[config.mk]
export PLATFORM = sky130hd
export DESIGN_NAME = dmem_responder
export DESIGN_NICKNAME = d
export VERILOG_FILES = /design/src/rtl/dmem_responder.sv
export SDC_FILE = /design/constraint.sdc
export NUM_CORES = 2
export LEC_CHECK = 0
export ABC_AREA = 1
export ABC_CLOCK_PERIOD_IN_PS = 3900
export CAP_MARGIN = 20
export CORE_MARGIN = 4
export CORE_UTILIZATION = 44
export CTS_CLUSTER_SIZE = 14
export DETAILED_ROUTE_END_ITERATION = 6
export SYNTH_ARGS = -nofsm -noshare
export SYNTH_HDL_FRONTEND = slang
export SYNTH_SLANG_ARGS = --single-unit
[constraint.sdc]
create_clock -name clk -period 3.9 [get_ports clk]
set_clock_uncertainty 0.15 [all_clocks]
set_input_delay 0.78 -clock clk [delete_from_list [all_inputs] [get_ports clk]]
set_output_delay 0.78 -clock clk [all_outputs]
set_load 0.05 [all_outputs]
[src/rtl/dmem_responder.sv]
// Data-port slave for the pipelined core: word RAM, console TX FIFO,
// console status and a free-running cycle counter behind MMIO_BASE.
module dmem_responder #(
    parameter int          RAM_WORDS  = 64,
    parameter int          FIFO_DEPTH = 8,
    parameter logic [31:0] MMIO_BASE  = 32'hFFFF0000
) (
    input  logic        clk,
    input  logic        reset,
    input  logic [31:0] a,
    input  logic        we,
    input  logic [31:0] wd,
    output logic [31:0] rd,
    output logic [7:0]  tx_data,
    output logic        tx_valid,
    input  logic        tx_ready
);

    localparam int AW = $clog2(RAM_WORDS);
    localparam int PW = $clog2(FIFO_DEPTH);
    localparam int CW = $clog2(FIFO_DEPTH + 1);

    localparam logic [29:0] DATA_WORD = MMIO_BASE[31:2];
    localparam logic [29:0] STAT_WORD = DATA_WORD + 30'd1;
    localparam logic [29:0] CYC_WORD  = DATA_WORD + 30'd2;

    logic [31:0]   ram      [RAM_WORDS];
    logic [7:0]    fifoMem  [FIFO_DEPTH];
    logic [PW-1:0] rdPtr;
    logic [PW-1:0] wrPtr;
    logic [CW-1:0] count;
    logic          overflow;
    logic [31:0]   cycles;

    logic          isRam;
    logic          isData;
    logic          isStat;
    logic          isCyc;
    logic [AW-1:0] ramIdx;
    logic          full;
    logic          empty;
    logic          pop;
    logic          pushOk;
    logic          ovfSet;
    logic          ovfClr;
    logic          unusedAddrBits;

    // Byte offset within a word never matters for decode.
    assign unusedAddrBits = ^a[1:0];

    assign isRam  = (a[31:AW+2] == '0);
    assign isData = (a[31:2] == DATA_WORD);
    assign isStat = (a[31:2] == STAT_WORD);
    assign isCyc  = (a[31:2] == CYC_WORD);
    assign ramIdx = a[AW+1:2];

    assign full     = (count == CW'(FIFO_DEPTH));
    assign empty    = (count == '0);
    assign tx_valid = !empty;
    assign tx_data  = fifoMem[rdPtr];

    // A pop on the same edge frees the slot a full-FIFO push needs.
    assign pop    = tx_valid && tx_ready;
    assign pushOk = we && isData && (!full || pop);
    assign ovfSet = we && isData && full && !pop;
    assign ovfClr = we && isStat && wd[2];

    always_ff @(posedge clk or posedge reset) begin
        if (reset) begin
            rdPtr    <= '0;
            wrPtr    <= '0;
            count    <= '0;
            overflow <= 1'b0;
            cycles   <= '0;
        end else begin
            if (pop) rdPtr <= rdPtr + PW'(1);
            if (pushOk) wrPtr <= wrPtr + PW'(1);
            if (pushOk && !pop) count <= count + CW'(1);
            else if (pop && !pushOk) count <= count - CW'(1);
            if (ovfSet) overflow <= 1'b1;
            else if (ovfClr) overflow <= 1'b0;
            if (we && isCyc) cycles <= wd;
            else cycles <= cycles + 32'd1;
        end
    end

    always_ff @(posedge clk) begin
        if (we && isRam) ram[ramIdx] <= wd;
        if (pushOk) fifoMem[wrPtr] <= wd[7:0];
    end

    always_comb begin
        rd = '0;
        unique case (1'b1)
            isRam:   rd = ram[ramIdx];
            isStat:  rd = {16'b0, 8'(count), 5'b0, overflow, full, empty};
            isCyc:   rd = cycles;
            default: rd = '0;
        endcase
    end

endmodule

Word level (Yosys, flattened, before mapping):

Memories as Yosys holds them, arrays and structs flattened.
Cells that the tools add are included.

* memories: 2
* output and inout port bits: 41
* word-level logic and storage cells: 46
* bits in registers: 43
* bits of input ports: 68
* bits in writable memories: 2112

Memories
* ram: words 64, width 32, rd ports 1, clocked after Yosys merged registers in 0, wr ports 1, RTL line 27 `logic [31:0] ram [RAM_WORDS];`
* fifoMem: words 8, width 8, rd ports 1, clocked after Yosys merged registers in 0, wr ports 1, RTL line 28 `logic [7:0] fifoMem [FIFO_DEPTH];`

* equal/unequal tests: 4
* reductions and logical operators: 20
* multiplexer cells: 10
* add/sub/neg operators: 5

Operators by type and width (number)
* $pmux W32 S3: 1
* $eq A30 B30 Y1 const B: 3
* $add A32 B1 Y32 const B: 1
* $mux W32: 1
* $logic_not A24 Y1: 1
* $logic_and A1 B1 Y1: 11
* $mux W4: 2
* $add A3 B1 Y3 const B: 2
* $mux W1: 6
* $add A4 B1 Y4 const B: 1
* $eq A4 B4 Y1 const B: 1
* $logic_not A1 Y1: 4
* $logic_not A4 Y1: 1
* $reduce_bool A2 Y1: 2
* $sub A4 B1 Y4 const B: 1
* $logic_or A1 B1 Y1: 1

Logic depth before layout (Yosys ltp):

* word-level depth: 9
* gate-level depth with buffers: 17
* gate-level depth less buffers: 17

Worst setup path before layout:

OpenSTA, ideal clock, no wires.

* path type: input -> register
* start: input port a[2]
* end: memory ram[0][0] (enable)
* slack: 0.068 ns
* cell stages on the path: 6
* arrival time: 3.261 ns
* required time: 3.329 ns
* setup time: 0.421 ns
* path buffers: 3
* cells stage by stage: buf_4 -> clkbuf_1 -> clkbuf_1 -> nor4_4 -> nand2_1 -> nor2_1

RTL lines
* start: declaration: RTL line 10 `input logic [31:0] a,`
* end: declaration: RTL line 27

Straight into the memory's write port.

Worst setup path in the final report:

* start: input port a[2]
* end: output port rd[1]

* longest elaborated chain between the ends: 2
* elaborated cells between the ends (all ways): 4
* those cells by class: eq/ne (2); mux (1); memory (1)

Ends and longest elaborated chain
* $mem_v2 Z64 W32, or another cell as far along
* $pmux W32 S3 (*): RTL line 94 `unique case (1'b1)`
* end: declaration: RTL line 13 `output logic [31:0] rd,`

Mark *: on every way between the ends. The rest lies on a longest branch, timed or not.

==> run metrics <==
outcome=finished with violations; failing checks=negative setup slack; EDFF count, synth=2112; R2R cell count=17; vias in the first global route=60473; syn_nets=8898; first-pass GRT wire length=405000 um; DRC violations left=0; most common cell in the netlist=nand2_1; Worst Tran Pin Value=1.17 ns; clock transition at the registers of the reported paths=0.06 ns; WS Path Type=primary input to primary output; Total Power=50100 uW; leakage power=0.0455 uW; initial antenna violation count=16; ys async rst share=2.00%; Area Overhead vs Synth=21.5%; slowest stage cell on the critical path=bufbuf_16; Die H=463 um; GRT Residual Overflow=0; Max-Cap Viols=0; fmax=0.255 GHz; Yosys reg bits=2155; post-DR vias/cell=5.33; Final Max Tran Viols=0; Post-Synthesis Cells=8823; Syn Area/Cell=10.3 um2; Data required, critical path=2.97 ns; slowest stage delay, CP=0.30 ns; Overall Global Routing Usage=25.5%; period utilisation layout=101%; Max Root-Sink Buffers=3; WHS Path Cells=1; Area contributors post-synth=edfxtp_1, nand2_1, nor2_1; remaining antenna violation count=0; WL final=285000 um; Crit Path Max Fanout=12; Core ar.=0.205 mm2; synthesized area=0.0913 mm2; Net count, final=9422; Distinct cells, synth=36; Startpoint Class=primary input; clock root buffer=clkbuf_16; layout cells sized above 1=14.9%; die area=0.215 mm2; post-synthesis sequential area ratio=70.7%; r2r setup slk=0.77 ns; Clk Latency, worst-skew pair=0.86 ns; Top FF cell, synth=edfxtp_1; Initial Utilization=44.4%; PD cells=452 mW/mm2; Final GP Congestion=0.909; first drt pass iteration count=6; Critical Path AT=2.99 ns; Non-Filler Instances=12216; max_slew headroom=22.2%; I/O pin count=109; R2R Path Start=count[0]$_DFFE_PP0P_; endpoint class of the critical path=primary output; Synth top cells by count=nand2_1, edfxtp_1, nor2_1, inv_1, buf_2; final hold vios=0; Die W=463 um; share of the synthesized area in the top cell type=69.5%; Hold Crit Endpoint=ram[35][18]$_DFFE_PP_; row count=166; H-tree depth=4; DR vias=65147; CP Cell Sequence=buf_16 > buf_12 > clkinv_16 > buf_16 > bufbuf_16 > o21ai_2 > nand2_1 > o21ai_2 > nand2_2 > nor2_4 > nand2_4 > nand2_2 > nand2_2 > buf_12 > buf_12; post-synth top area cell=edfxtp_1; Num CTS Buffers=218; average routed wire per standard cell=23.4 um; Hold WC Path Type=primary input to flop; setup repair after global routing missed its margin=true; VDD IR max=449 uV; fin crit period=3.92 ns; port bufs=106; final setup fails=4; CTS tree=yes; Hold Startpoint=wd[18]; PnR worst setup slack=-0.0233 ns; post-DP HPWL=168000 um; number of clock sinks=2155; r2r endpoint=count[3]$_DFFE_PP0P_; pin count of the biggest net entering global routing=89; DRT iter0 DRCs=8093; Ys Warns=0; Post-Place Cells=11721
-- state kept, by name (all words and copies together), names as in the netlist --
| register | cells |
|---|---|
| wrPtr | 3 |
| count | 4 |
| overflow | 1 |
| cycles | 32 |
| fifoMem | 64 |
| rdPtr | 3 |
| ram | 2048 |
-- routing by layer --
metal  share of wire, %  vias up  track usage, %  wire length (um)
li1                   -    29924               -                 -
met1                 43    31799            36.6            121000
met2                 45     3004            39.4            129000
met3                9.3      414            4.88             26500
met4                2.9        6            7.88              8250
met5              0.014        -               0                39
-- repair_timing --
action,4_1_cts,5_1_grt
endpoints found under the hold margin,0,4
gates cloned,15,27
gates resized for setup,197,262
endpoints found under the setup margin,36,32
hold buffers,0,1
setup buffers,21,31
pin swaps,24,100
-- layout by cell type, fill, tap and decap left out, types with 62 or more instances in the layout --
cell type	count
nand2_1	4900
edfxtp_1	2112
buf_4	337
clkbuf_16	245
buf_12	238
inv_1	237
nor2_1	228
nand2_2	154
o21ai_0	105
nand3_1	102
nor2_4	100
or2_2	83
o211ai_1	83
clkbuf_1	62
-- kinds of logic after synthesis --
family	Yosys count	synth area share, %
compound gates	262	1.69
xor+xnor	36	0.345
simple gates	5683	23.9
buf+inv	679	3.27
fa+ha+maj	7	0.104
mux	1	0.0123
flops	2155	70.7
-- critical path, delay by kind of cell --
kind / cells / cell delay (ns)
and+or+nand+nor: 6 / 0.64
AOI/OAI and AO/OA: 2 / 0.38
buffers and inverters: 7 / 1.17
-- power breakdown --
| group | switching, uW | leakage, uW | internal (uW) |
|---|---|---|---|
| logic | 3080 | 0.0227 | 1460 |
| clock network | 8930 | 0.00328 | 11100 |
| registers | 70.7 | 0.0195 | 25500 |
-- through the flow --
step	hold slack, ns	util [%]	setup WS [ns]	cell area, um2	TNS, ns
after floorplan	0.303	-	0.0678	91300	0
after global placement	0.323	49.2	-0.476	101000	-14.39
after detailed placement	0.333	49.2	-0.469	101000	-13.88
after CTS	0.0154	53.2	-0.0622	109000	-0.664
after global routing	0.0513	54.0	-0.105	111000	-0.921
final	0.0670	54.0	-0.0233	111000	-0.0530
-- worst max-delay path by stage --
stage / startpoint / endpoint / slack (ns)
3_3_place_gp: a[7] / rd[14] / -0.48
2_1_floorplan: a[2] / ram[0][0]$_DFFE_PP_ / 0.07
6_report: a[2] / rd[1] / -0.02
5_1_grt: a[2] / rd[3] / -0.11
4_1_cts: a[6] / rd[26] / -0.06
3_5_place_dp: a[7] / rd[5] / -0.47
-- area by class of cell --
cell class	count	area, um2
flip-flops and latches	2155	64500
well taps	2688	3360
inverters	248	985
diodes	3	7.51
repair buffers	734	9930
clock buffers	286	5790
multi-input cells	5989	25400
fillers	17374	94500
clock inverters	112	976
repair inverters	1	11.3
Power figures use the tool's default switching activity.
